$ cat config.mk
export PLATFORM = sky130hd
export DESIGN_NAME = prog_downcounter_flat
export DESIGN_NICKNAME = d
export VERILOG_FILES = /design/src/rtl/prog_downcounter_if.sv /design/src/rtl/prog_downcounter.sv /design/src/flat_wrapper.sv
export SDC_FILE = /design/constraint.sdc
export NUM_CORES = 1
export LEC_CHECK = 0
export BUFFER_PORTS_ARGS = -buffer_cell sky130_fd_sc_hd__buf_2
export CAP_MARGIN = 40
export CELL_PAD_IN_SITES_DETAIL_PLACEMENT = 2
export CELL_PAD_IN_SITES_GLOBAL_PLACEMENT = 2
export CORE_UTILIZATION = 30
export CTS_BUF_LIST = sky130_fd_sc_hd__clkbuf_8
export DETAILED_ROUTE_END_ITERATION = 6
export PLACE_DENSITY = 0.72
export SLEW_MARGIN = 20
export SYNTH_ARGS = -nofsm -noshare
export SYNTH_HDL_FRONTEND = slang
export SYNTH_SLANG_ARGS = --single-unit
export TNS_END_PERCENT = 50
$ cat constraint.sdc
create_clock -name clk -period 5.2 [get_ports clk]
set_clock_uncertainty 0.05 [all_clocks]
set_input_delay 0.78 -clock clk [delete_from_list [all_inputs] [get_ports clk]]
set_output_delay 0.78 -clock clk [all_outputs]
set_load 0.005 [all_outputs]
$ cat src/rtl/prog_downcounter_if.sv
// Control and status bundle for prog_downcounter; the timing consumer drives the controls.
// Combinational wiring only, no flow control of its own.
interface prog_downcounter_if #(
   parameter int WIDTH = 17
);
   logic             enable;
   logic             load;
   logic [WIDTH-1:0] period_in;
   logic [1:0]       mode_in;
   logic             zero;
   logic             wave;
   logic             done;
   logic [WIDTH-1:0] value;

   modport master (
      output enable, load, period_in, mode_in,
      input  zero, wave, done, value
   );

   modport slave (
      input  enable, load, period_in, mode_in,
      output zero, wave, done, value
   );
endinterface

$ cat src/rtl/prog_downcounter.sv
// Run-time programmable down counter: periodic pulse, one-shot or 50% square, optional prescaler.
// zero/wave/done are registered one clk after the expiring tick; no backpressure, enable freezes.
module prog_downcounter #(
   parameter int WIDTH          = 17,
   parameter int DEFAULT_PERIOD = 100000,
   parameter int PRESCALE       = 1
) (
   input  logic               clk,
   input  logic               reset_n,
   prog_downcounter_if.slave  bus
);
   localparam int             PW         = (PRESCALE > 1) ? $clog2(PRESCALE) : 1;
   localparam logic [PW-1:0]  PRE_RELOAD = PW'(PRESCALE - 1);
   localparam logic [WIDTH-1:0] DEF_PER  = WIDTH'(DEFAULT_PERIOD);

   typedef enum logic {ST_RUN = 1'b0, ST_DONE = 1'b1} state_t;

   state_t           state_q, state_d;
   logic [WIDTH-1:0] count_q, count_d;
   logic [WIDTH-1:0] period_q, period_d;
   logic [1:0]       mode_q, mode_d;
   logic [PW-1:0]    pre_q, pre_d;
   logic             zero_q, zero_d;
   logic             wave_q, wave_d;
   logic             done_q, done_d;

   logic             tick;
   logic             expire;
   logic             one_shot;
   logic             square;
   logic [WIDTH-1:0] load_per;

   assign tick     = bus.enable && (pre_q == '0);
   assign expire   = (state_q == ST_RUN) && tick && (count_q == '0);
   assign one_shot = (mode_q == 2'b01);
   assign square   = (mode_q == 2'b10);
   // A programmed period of 0 behaves as 1.
   assign load_per = (bus.period_in == '0) ? WIDTH'(1) : bus.period_in;

   always_ff @(posedge clk or negedge reset_n) begin
      if (!reset_n) begin
         state_q  <= ST_RUN;
         count_q  <= '0;
         period_q <= DEF_PER;
         mode_q   <= 2'b00;
         pre_q    <= '0;
         zero_q   <= 1'b0;
         wave_q   <= 1'b0;
         done_q   <= 1'b0;
      end else begin
         state_q  <= state_d;
         count_q  <= count_d;
         period_q <= period_d;
         mode_q   <= mode_d;
         pre_q    <= pre_d;
         zero_q   <= zero_d;
         wave_q   <= wave_d;
         done_q   <= done_d;
      end
   end

   always_comb begin
      state_d = state_q;
      if (bus.load) begin
         state_d = ST_RUN;
      end else if (expire && one_shot) begin
         state_d = ST_DONE;
      end
   end

   // Load takes priority over any tick in the same cycle, so an expiry it collides with is dropped.
   always_comb begin
      count_d  = count_q;
      period_d = period_q;
      mode_d   = mode_q;
      pre_d    = pre_q;
      zero_d   = 1'b0;
      wave_d   = wave_q;
      done_d   = done_q;
      if (bus.load) begin
         period_d = load_per;
         mode_d   = bus.mode_in;
         count_d  = load_per - 1'b1;
         pre_d    = PRE_RELOAD;
         wave_d   = 1'b0;
         done_d   = 1'b0;
      end else begin
         if (bus.enable) begin
            pre_d = (pre_q == '0) ? PRE_RELOAD : pre_q - 1'b1;
         end
         if ((state_q == ST_RUN) && tick) begin
            if (count_q != '0) begin
               count_d = count_q - 1'b1;
            end else begin
               zero_d = 1'b1;
               if (one_shot) begin
                  count_d = '0;
                  done_d  = 1'b1;
               end else begin
                  count_d = period_q - 1'b1;
                  if (square) begin
                     wave_d = ~wave_q;
                  end
               end
            end
         end
      end
   end

   assign bus.zero  = zero_q;
   assign bus.wave  = wave_q;
   assign bus.done  = done_q;
   assign bus.value = count_q;
endmodule

$ cat src/flat_wrapper.sv
// flat-port wrapper written by rule: the top's interface ports become plain ports
module prog_downcounter_flat 
#(
   parameter int WIDTH          = 17,
   parameter int DEFAULT_PERIOD = 100000,
   parameter int PRESCALE       = 1
)
  (clk, reset_n, bus_enable, bus_load, bus_period_in, bus_mode_in, bus_zero, bus_wave, bus_done, bus_value);
  prog_downcounter_if #(.WIDTH(WIDTH)) bus_i ();
  input  logic clk;
  input  logic reset_n;
  input wire logic [$bits(bus_i.enable)-1:0] bus_enable;
  input wire logic [$bits(bus_i.load)-1:0] bus_load;
  input wire logic [$bits(bus_i.period_in)-1:0] bus_period_in;
  input wire logic [$bits(bus_i.mode_in)-1:0] bus_mode_in;
  output wire logic [$bits(bus_i.zero)-1:0] bus_zero;
  output wire logic [$bits(bus_i.wave)-1:0] bus_wave;
  output wire logic [$bits(bus_i.done)-1:0] bus_done;
  output wire logic [$bits(bus_i.value)-1:0] bus_value;
  assign bus_i.enable = bus_enable;
  assign bus_i.load = bus_load;
  assign bus_i.period_in = bus_period_in;
  assign bus_i.mode_in = bus_mode_in;
  assign bus_zero = bus_i.zero;
  assign bus_wave = bus_i.wave;
  assign bus_done = bus_i.done;
  assign bus_value = bus_i.value;
  prog_downcounter #(.WIDTH(WIDTH), .DEFAULT_PERIOD(DEFAULT_PERIOD), .PRESCALE(PRESCALE)) u_core (.clk(clk), .reset_n(reset_n), .bus(bus_i));
endmodule
Word level (Yosys, flattened, before mapping)
Index checks and enable logic that the tools add are counted.
- logic and storage cells: 55
- output and inout port bits: 20
- register bits after elaboration: 41
- bits of input ports: 23
- mux-type cells: 22
- bitwise logic cells: 3
- equality and inequality tests: 4
- reductions and logical operators: 14
- add/subtract/negate cells: 4
- operators with widths (operator ; count):
    2-to-1 mux 17 bit ; 5
    subtractor 17 x 1 -> 17 bit (second input constant) ; 3
    zero test 17 bit ; 2
    2-to-1 mux 1 bit ; 17
    nonzero test 17 bit ; 1
    nonzero test 2 bit ; 5
    logical AND 1 bit ; 4
    inequality test 2 bit (second input constant) ; 2
    AND reduction 4 bit ; 1
    inverter 1 bit ; 3
    AND reduction 3 bit ; 1
    equality test 2 x 1 -> 1 bit (second input constant) ; 1
    equality test 2 bit (second input constant) ; 1
    subtractor 1 bit (second input constant) ; 1

Longest topological paths before layout
Gate-level depths: netlist (run 1).
- depth after elaboration: 7
- mapped depth: 10
- depth with buffers taken out: 9

Worst setup path after synthesis (run 1)
Ideal clock, no wire load.
- path type: in2reg
- start: input bus_period_in[1]
- end: register u_core.count_q[14], in the netlist u_core.bus.value[14]
- setup slack: 2167 ps
- path buffers: 2
- required time: 5030 ps
- library setup time: 120 ps
- stages: 10
- arrival: 2863 ps
- cell sequence: or4_1 clkbuf_1 o31a_1 ha_1 or3b_2 clkbuf_1 nor4_1 xnor2_1 a21oi_1 a31o_2
- longest elaborated chain between the ends: 4
- ends and longest elaborated chain (element ; line ; text):
    from (decl) ; flat_wrapper.sv:14 ; input wire logic [$bits(bus_i.period_in)-1:0] bus_period_in;
    zero test 17 bit ; prog_downcounter.sv:38 ; assign load_per = (bus.period_in == '0) ? WIDTH'(1) : bus.period_in;
    2-to-1 mux 17 bit * ; prog_downcounter.sv:38 ;
    subtractor 17 x 1 -> 17 bit * ; prog_downcounter.sv:83 ; count_d = load_per - 1'b1;
    2-to-1 mux 17 bit * ; prog_downcounter.sv:80 ; if (bus.load) begin
    to (signal assigned) ; prog_downcounter.sv:52 ; count_q <= count_d;
    to (decl) ; prog_downcounter.sv:19 ; logic [WIDTH-1:0] count_q, count_d;
Mark *: on every way between the ends. The rest lies on a longest branch, timed or not.
A chain may end at the register's enable or synchronous reset.

Worst setup path in the final report (run 1)
- start: input bus_period_in[7]
- end: register u_core.count_q[12], in the netlist u_core.bus.value[12]
Same word-level chain as after synthesis.

==> results of run 1 <==
==> metal layers <==
metal  share of wire [%]  global-route usage [%]  vias up
met5                   0                       0        -
met4                0.66                    4.25        0
met3                 2.9                    3.08        6
met2                  46                    32.2       40
met1                  50                    29.4     1311
li1                    -                       -     1233
==> metrics by stage <==
| step | worst slack (ns) | power, W | util [%] | hold slack (ns) |
|---|---|---|---|---|
| global placement | 2.07 | 0.000565 | 34.7 | 0.435 |
| global route | 2.00 | 0.000869 | 36.2 | 0.379 |
| finish | 2.29 | 0.000827 | 36.2 | 0.363 |
| CTS | 2.29 | 0.000833 | 36.2 | 0.370 |
| floorplan | 2.17 | 0.000490 | - | 0.426 |
| detailed placement | 1.99 | 0.000576 | 35.0 | 0.442 |
==> cell usage after synthesis (all sizes together), types with 2 or more instances <==
| library cell | instances | area, um2 |
|---|---|---|
| o211ai | 3 | 22.5 |
| o21ai | 16 | 80.1 |
| o31a | 4 | 35.0 |
| a21boi | 2 | 15.0 |
| a32o | 2 | 20.0 |
| dfrtp | 34 | 851 |
| a311o | 2 | 20.0 |
| a31oi | 8 | 50.1 |
| clkbuf | 11 | 41.3 |
| nor2b | 2 | 12.5 |
| a21oi | 14 | 70.1 |
| o41ai | 4 | 35.0 |
| a211oi | 4 | 30.0 |
| nand2 | 17 | 66.3 |
| nor3b | 2 | 15.0 |
| inv | 10 | 37.5 |
| nor2 | 22 | 82.6 |
| or3 | 6 | 42.5 |
| or3b | 2 | 17.5 |
| buf | 5 | 23.8 |
| o31ai | 7 | 52.6 |
| nand3b | 2 | 15.0 |
| xor2 | 13 | 114 |
| nand4 | 4 | 25.0 |
| nor4 | 8 | 56.3 |
| nand2b | 2 | 12.5 |
| o221ai | 2 | 17.5 |
| a221oi | 4 | 47.6 |
| nand3 | 5 | 25.0 |
| or4 | 10 | 82.6 |
| ha | 3 | 37.5 |
| nor3 | 20 | 133 |
| dfstp | 6 | 158 |
| nand4b | 2 | 17.5 |
| and3 | 3 | 18.8 |
| mux2 | 16 | 180 |
| xnor2 | 10 | 87.6 |
==> worst paths after layout <==
path / startpoint / endpoint / slack [ns] / depth (start not counted)
setup / recovery: bus_period_in[7] / u_core.bus.value[12] / 2.29 / 10
hold / removal: reset_n / u_core.bus.wave / 0.36 / 1
setup reg to reg: u_core.bus.value[0] / u_core.bus.value[11] / 2.36 / 7
hold reg to reg: u_core.bus.done / u_core.bus.done / 0.46 / 2
max in group asynchronous: reset_n / u_core.period_q[16] / 4.19 / 2
min in group clk: u_core.bus.done / u_core.bus.done / 0.46 / 2
==> flip-flops by register name, indices dropped and copies added (netlist names) <==
name and count:
u_core.bus.value 17, u_core.period_q 17, u_core.mode_q 2, u_core.bus.done 1
u_core.bus.wave 1, u_core.bus.zero 1, u_core.state_q 1
==> power groups by stage <==
stage          clock network [W]  registers (W)  logic (W)
6_report                0.000257       0.000390   0.000179
5_1_grt                 0.000273       0.000398   0.000199
4_1_cts                 0.000262       0.000391   0.000181
3_5_place_dp                   0       0.000397   0.000179
3_3_place_gp                   0       0.000394   0.000171
2_1_floorplan                  0       0.000383   0.000107
==> logic make-up after synthesis <==
| family | after synthesis | synth area share [%] |
|---|---|---|
| buffers and inverters | 26 | 3.70 |
| adders and majority gates | 3 | 1.35 |
| xor gates and xnor gates | 23 | 7.26 |
| and+or+nand+nor | 112 | 23.9 |
| DFF | 40 | 36.4 |
| muxes | 17 | 6.86 |
| AOI/OAI and AO/OA | 81 | 20.6 |
==> worst register-to-register path, stage by stage, from the launching register on <==
cell,delay (ns)
dfrtp_1,0.43
inv_1,0.08
ha_1,0.20
or3b_2,0.53
nor3_4,0.47
and2_1,0.47
o311ai_1,0.21
a32o_1,0.28
==> cell type report <==
class                   instances  area, um2  area share (%)
clock buffers                   5       68.8            2.15
clock inverters                 3       38.8            1.21
inverters                      10       37.5            1.17
multi-input cells             236       1660            51.9
flip-flops and latches         40       1010            31.5
well taps                     108        135            4.22
repair buffers                 46        250            7.82
==> run_results.csv, run 1 <==
group,metric,value,unit
critical_path,path_cells,"buf_2 > or3_1 > nand3b_1 > o31a_1 > ha_1 > or3b_2 > nor3_1 > nand2_1 > xor2_1 > o22ai_1",
drt,drtIter0Drc,92,
global_routing,grt_pass1_vias,2705,
critical_path,slowest_stage,"or3b_2",
sta,timing.final.crit_share,56.0,%
floorplanning,die_y,98.2,um
power,internal_power,0.000563,W
floorplanning,die_w,98.2,um
sta,relSlewSlack,42.7,%
layout,mostFrequentLayoutCells,"buf_2, dfrtp_1, nor2_1",
clocking,cts_tree,"yes",
floorplanning,core_area,0.00885,mm2
place,port_buffers,42,
layout,area_growth,15.4,%
outcome,outcome,"finished with violations",
critical_path,max_stage_delay,0.53,ns
place,gp_congestion,0.832,
critical_path,path_delay_family,"simple AND/OR/NAND/NOR gates",
floorplanning,io_pins,43,
layout,finalNonFillerCells,448,
sta,setup_violations,0,
power,netSwitchingPower,0.000264,W
critical_path,start_kind,"primary input",
drt,first_pass_iters,7,
floorplanning,dieArea,0.00964,mm2
clocking,cts_root_buf,"clkbuf_8",
synth,async_flop_share,100,%
floorplanning,initial_core_util,31.3,%
drt,viasPerCell,5.78,
clocking,ctsHtreeMaxLevel,2,
floorplanning,row_count,34,
global_routing,grt_overflow_total,0,
global_routing,grt_pass1_wl,15.4,mm
sta,slew_violations,0,
synth,ys_ff_latch,40,
critical_path,cp-end-kind,"flip-flop",
critical_path,crit_type,"in -> reg",
power,leakagePower,1.24,nW
sta,min_period,2.91,ns
power,comb_power_share,21.7,%
layout,fin_area,0.00320,mm2
clocking,post_cts_resized,0,
synth,ys.flop_type,"dfrtp_1",
power,switching_share,31.9,%
synth,synth_edf_count,0,
layout,drive_gt1_share,26.5,%
place,dp.cells,440,
layout,final_common_cell,"buf_2",
run,cap_violations,0,
drt,finalWirelength,9.23,mm
drt,routed-via-count,2590,
layout,antenna_cells,0,
layout,nets,365,
min_path,hp-class,"in -> async",
layout,nFillCells,1011,
power,p_seq_share,47.2,%
global_routing,grt_use_total,20.3,%
synth,syn_nets,328,
clocking,cts_buffers,5,
sta,fin_setup_tns,0,ns
clocking,cts_buffer_depth,2,
synth,ys_seq_area_share,36.4,%
power,power_density,258,mW/mm2
critical_path,cp.required,5.30,ns
power,peakVddDrop,0.000126,V
clocking,cts_num_sinks,40,
outcome,violations,"design-rule violations",
place,place_hpwl,7.03,mm
global_routing,grt_max_degree,48,
clocking,post_cts_hold_buffer_count,0,
drt,post-route-drc-count,1,
place,placed_area,0.00309,mm2
synth,synth_area,0.00277,mm2
sta,fmax,343,MHz
critical_path,crit_arrival,3.01,ns
power,pwr-share-clk,31.1,%
clocking,clk_pin_slew,0.09,ns
critical_path,critPathBufInv,1,
synth,synth_cell_type_count,62,
sta,rsz0062_at_grt,"false",
sta,worst_slew_pin_slew,0.857,ns
global_routing,grt_antenna_before_repair,0,
synth,syn_inst,302,
clocking,post-cts-setup-buffer-count,0,
critical_path,path_max_fanout,6,
synth,syn_area_per_cell,9.19,um2
drt,wire_per_inst,20.6,um
synth,synth_warnings,0,
clocking,clk-insertion-delay-late,0.30,ns
sta,finalHoldViolations,0,
drt,ant_nets,0,
(Power assumes the default switching activity.)
==> run 2: changes to the inputs <==
Settings changed: ABC_AREA from default to 1, CORE_UTILIZATION 30 to 29, PLACE_DENSITY 0.72 to 0.81.
Clock period 5.2 ns to 2.5 ns, I/O delays scaled along.
==> run 2 against run 1 <==
Net effect:
- the run now ends clean
- combinational power grew to 2.9 times the previous value
- via count is 28% higher
- setup slack worse by 2.0 ns
- die area increased by 15%
- critical path depth is 2 higher
- register-to-register slack got worse by 2.1 ns
- clock-buffer cell count did not move
- utilization shrank 1.2 points
- critical endpoint is now u_core.bus.value[3]
- largest power group unchanged
- highest routed layer unchanged
==> run_results.csv, run 2 <==
group,metric,value,unit
outcome,outcome,"completed",
min_path,hp-start,"bus_mode_in[1]",
layout,nets,562,
place,port_buffers,42,
synth,synth_warnings,0,
drt,first_pass_iters,4,
sta,setup_violations,0,
synth,syn_nets,515,
synth,yosysMostFrequentCell,"nand2_1",
floorplanning,dieArea,0.0111,mm2
critical_path,r2r_start,"u_core.bus.value[0]",
synth,synth_area,0.00308,mm2
clocking,clk-insertion-delay-late,0.32,ns
clocking,cts_tree,"yes",
sta,fmax,449,MHz
power,leakagePower,1.76,nW
power,power_density,524,mW/mm2
drt,drtIter0Drc,100,
power,pwr-share-clk,29.5,%
clocking,cts_buffers,5,
synth,ys_ff_latch,40,
synth,syn_inst,489,
power,total_power,0.00189,W
place,dp.cells,664,
critical_path,crit_type,"reg -> reg",
critical_path,path_max_fanout,13,
floorplanning,row_count,37,
global_routing,grt_max_degree,40,
global_routing,grt_pass1_wl,19.8,mm
synth,synth_edf_count,0,
clocking,cts_buffer_depth,2,
sta,slew_violations,0,
critical_path,cp-end-kind,"flip-flop",
sta,worst_slew_pin_slew,0.570,ns
layout,antenna_cells,0,
synth,ys.flop_type,"dfrtp_1",
global_routing,grt_pass1_vias,3744,
sta,relSlewSlack,61.9,%
floorplanning,io_pins,43,
power,comb_power_share,27.9,%
power,internal_power,0.00120,W
global_routing,grt_antenna_before_repair,0,
global_routing,grt_overflow_total,0,
synth,synth_top_cell_by_area,"dfrtp_1",
drt,finalWirelength,11.9,mm
clocking,cts_num_sinks,40,
floorplanning,core_area,0.0103,mm2
power,p_seq_share,42.6,%
critical_path,cp.required,2.72,ns
sta,timing.final.crit_share,89.2,%
sta,finalHoldViolations,0,
synth,synth_cell_type_count,33,
drt,ant_nets,0,
layout,area_growth,17.2,%
layout,final_common_cell,"nand2_1",
critical_path,crit_arrival,2.44,ns
layout,drive_gt1_share,15.6,%
place,gp_congestion,0.871,
synth,async_flop_share,100,%
synth,synth_top_area_share,27.6,%
critical_path,startpoint,"u_core.bus.value[0]",
power,netSwitchingPower,0.000694,W
global_routing,grt_use_total,23.3,%
clocking,cts_root_buf,"clkbuf_8",
layout,finalNonFillerCells,673,
critical_path,start_kind,"flip-flop",
place,place_ws,-0.0155,ns
place,placed_area,0.00349,mm2
power,peakVddDrop,0.000188,V
clocking,clk_pin_slew,0.09,ns
power,switching_share,36.7,%
floorplanning,initial_core_util,29.9,%
sta,min_period,2.23,ns
clocking,ctsHtreeMaxLevel,2,
layout,nFillCells,1289,
synth,ys_seq_area_share,32.7,%
min_path,hp-class,"in -> reg",
layout,multiInputGateArea,0.00181,mm2
sta,finalWorstSetupSlack,0.271,ns
drt,wire_per_inst,17.7,um
drt,routed-via-count,3326,
synth,synth_commonest_cells,"nand2_1, nor2_1, inv_1",
floorplanning,die_w,105,um
layout,mostFrequentLayoutCells,"nand2_1, nor2_1, inv_1",
drt,post-route-drc-count,0,
layout,fin_util,35.0,%
drt,viasPerCell,4.94,
layout,fin_area,0.00361,mm2
place,place_hpwl,9.68,mm
sta,rsz0062_at_grt,"false",
run,cap_violations,0,
floorplanning,die_y,105,um
synth,synth_area_leaders,"dfrtp_1, nand2_1, nor2_1",
layout,seqCellArea,0.00101,mm2
synth,syn_area_per_cell,6.31,um2
## run 2: changes by cell type after synthesis, moves of 7 or more
| cell | delta |
|---|---|
| or4_1 | -8 |
| nand3_1 | +31 |
| o31ai_1 | -7 |
| nor3_1 | -11 |
| nand2_1 | +127 |
| xnor2_1 | -7 |
| inv_1 | +47 |
| a21oi_1 | +9 |
| o21ai_0 | +18 |
| mux2_2 | -16 |
| nor2_1 | +58 |
| a31oi_1 | -7 |
| nor4_1 | -7 |
## run 2: path summary, 6_finish.rpt
path	end	slack, ns	depth (start not counted)
max	u_core.bus.value[3]	0.27	12
max reg2reg	u_core.bus.value[3]	0.27	12
max in group asynchronous	u_core.period_q[15]	1.32	3
min	u_core.mode_q[1]	0.21	3
min in group asynchronous	u_core.bus.value[0]	0.50	2
min reg2reg	u_core.period_q[10]	0.48	2
## run 2: cell families after synthesis
logic type	share of synthesized area, %
simple gates	41.2
buf+inv	8.76
compound gates	11.6
flops	32.7
xor+xnor	4.54
fa+ha+maj	1.22
## run 2: through the flow
step / setup TNS [ns] / hold WS [ns]
5_1_grt: 0 / 0.231
3_3_place_gp: 0 / 0.434
3_5_place_dp: -0.0155 / 0.314
2_1_floorplan: 0 / 0.0294
6_report: 0 / 0.215
4_1_cts: 0 / 0.213
## run 2: cell type report
| class | instances | share of cell area (%) |
|---|---|---|
| multi-input cells | 380 | 50.0 |
| well taps | 136 | 4.71 |
| clock buffers | 5 | 1.90 |
| clock inverters | 3 | 1.18 |
| inverters | 58 | 6.02 |
| repair buffers | 51 | 8.31 |
| flip-flops and latches | 40 | 27.9 |
## run 2: power groups by stage
stage | Sequential (W) | Clock [W] | Combinational (W)
floorplan | 0.000800 | 0 | 0.000303
global placement | 0.000809 | 0 | 0.000493
detailed placement | 0.000818 | 0 | 0.000524
CTS | 0.000807 | 0.000574 | 0.000533
global route | 0.000817 | 0.000592 | 0.000597
finish | 0.000806 | 0.000559 | 0.000528
## run 2: worst max-delay path, stage by stage (launching register included)
cell	delay (ns)
dfrtp_1	0.42
inv_1	0.09
ha_1	0.24
nand2_1	0.17
nor2_4	0.18
nand3_2	0.27
inv_2	0.24
nand3_1	0.10
o21ai_0	0.10
nand2_1	0.08
nand2_1	0.06
nand2_1	0.06
nand2_1	0.09
## run 2: repair_timing
action                                 CTS  global route
hold buffers                             1             0
resized for setup                        0             0
endpoints found under the hold margin   15             0
setup buffers                            0             0
## run 2: layer usage
metal,up-vias,global-route usage [%],part of all wire (%)
met1,1620,29.9,46
met3,12,3.24,3.2
li1,1647,-,-
met2,47,40.8,50
met4,0,6.64,1.3
met5,-,0,0
==> run 3: changes to the inputs <==
Settings changed: CORE_UTILIZATION 29 to 30, PLACE_DENSITY 0.81 to 0.8.
Clock period 2.5 ns to 2.17 ns, I/O delays scaled along.
==> run 3 against run 2 <==
Net effect:
- via count rose by 1.5%
- hold slack got worse by 0.17 ns
- largest power group unchanged
- critical endpoint is now u_core.bus.value[15]
- critical path type unchanged
- setup slack got worse by 0.11 ns
- highest routed layer unchanged
==> run_results.csv, run 3 (synthesis results as in run 2) <==
group,metric,value,unit
clocking,ctsHtreeMaxLevel,2,
layout,nets,577,
clocking,post_cts_hold_buffer_count,0,
power,total_power,0.00207,W
critical_path,path_common_cell,"nand2_1",
outcome,outcome,"completed",
floorplanning,die_y,103,um
clocking,clk-insertion-delay-late,0.30,ns
clocking,cts_num_sinks,40,
critical_path,max_stage_delay,0.47,ns
critical_path,cp-end-kind,"flip-flop",
global_routing,grt_pass1_vias,3607,
sta,fmax,498,MHz
global_routing,grt_overflow_total,0,
drt,ant_nets,0,
global_routing,grt_antenna_before_repair,0,
critical_path,critPathBufInv,0,
clocking,cts_root_buf,"clkbuf_8",
place,placed_area,0.00359,mm2
layout,finalNonFillerCells,685,
critical_path,path_cells,"nor2_1 > nand2_1 > nor2_1 > nand3_2 > nor2_4 > nand3_1 > nand2_1 > nand2_1 > nor2_2",
floorplanning,io_pins,43,
drt,drtIter0Drc,98,
min_path,hp-class,"in -> async",
sta,timing.final.crit_share,92.5,%
critical_path,crit_type,"reg -> reg",
sta,hold_ws,0.0445,ns
clocking,cts_buffer_depth,2,
drt,first_pass_iters,4,
clocking,cts_tree,"yes",
sta,min_period,2.01,ns
clocking,clk_pin_slew,0.08,ns
floorplanning,core_area,0.00986,mm2
global_routing,grt_max_degree,41,
floorplanning,row_count,36,
layout,fin_area,0.00369,mm2
layout,mostFrequentLayoutCells,"nand2_1, nor2_1, inv_1",
drt,routed-via-count,3377,
critical_path,start_kind,"flip-flop",
sta,slew_violations,0,
place,dp.cells,677,
place,place_hpwl,9.59,mm
layout,area_growth,19.8,%
sta,worst_slew_pin_slew,0.547,ns
floorplanning,dieArea,0.0107,mm2
layout,antenna_cells,0,
place,port_buffers,42,
layout,final_common_cell,"nand2_1",
floorplanning,initial_core_util,31.3,%
sta,relSlewSlack,63.5,%
global_routing,grt_pass1_wl,18.8,mm
critical_path,crit_arrival,2.18,ns
sta,fin_setup_tns,0,ns
power,peakVddDrop,0.000257,V
drt,viasPerCell,4.93,
critical_path,slowest_stage,"dfrtp_1",
critical_path,path_delay_family,"simple AND/OR/NAND/NOR gates",
sta,setup_violations,0,
floorplanning,die_w,103,um
drt,post-route-drc-count,0,
drt,finalWirelength,11.8,mm
sta,finalHoldViolations,0,
critical_path,cp.required,2.35,ns
run,cap_violations,0,
critical_path,path_max_fanout,6,
global_routing,grt_use_total,23.6,%
power,power_density,561,mW/mm2
layout,drive_gt1_share,18.3,%
drt,wire_per_inst,17.2,um
place,gp_congestion,0.878,
power,leakagePower,1.82,nW
clocking,cts_buffers,5,
[run 3: worst paths after layout]
check / startpoint / endpoint / slack, ns / cells after the start
setup / recovery: u_core.bus.value[11] / u_core.bus.value[15] / 0.16 / 9
hold / removal: reset_n / u_core.bus.value[9] / 0.04 / 2
setup reg to reg: u_core.bus.value[11] / u_core.bus.value[15] / 0.16 / 9
hold reg to reg: u_core.period_q[10] / u_core.period_q[10] / 0.45 / 2
max in group asynchronous: reset_n / u_core.period_q[10] / 1.65 / 2
min in group clk: bus_mode_in[1] / u_core.mode_q[1] / 0.19 / 3
[run 3: layout make-up]
class                   instances  area (um2)
fillers                      1259        6170
flip-flops and latches         40        1010
inverters                      58         220
repair buffers                 66         390
well taps                     133         166
clock buffers                   6        82.6
multi-input cells             380        1820
clock inverters                 2        10.0
[run 3: report_power, final]
part,internal (W),switching [W],total [W]
Sequential,0.000830,0.0000977,0.000927
Clock,0.000254,0.000272,0.000526
Combinational,0.000223,0.000395,0.000618
[run 3: repair_timing]
action | in CTS | in global routing
setup buffers | 0 | 0
resized for setup | 0 | 3
setup endpoints to repair | 0 | 3
[run 3: through the flow]
step | utilization, % | setup WS, ns
2_1_floorplan | - | 0.255
3_3_place_gp | 36.4 | -0.00592
3_5_place_dp | 36.4 | -0.104
4_1_cts | 37.3 | 0.0487
5_1_grt | 37.4 | -0.0119
6_report | 37.4 | 0.162
[run 3: per-layer routing]
metal / share of wire [%] / global-route usage, % / wire (um)
met4: 0.63 / 3.25 / 74
met3: 1.8 / 1.81 / 216
met1: 48 / 31.3 / 5680
met2: 49 / 42.7 / 5820
met5: 0 / 0 / 0
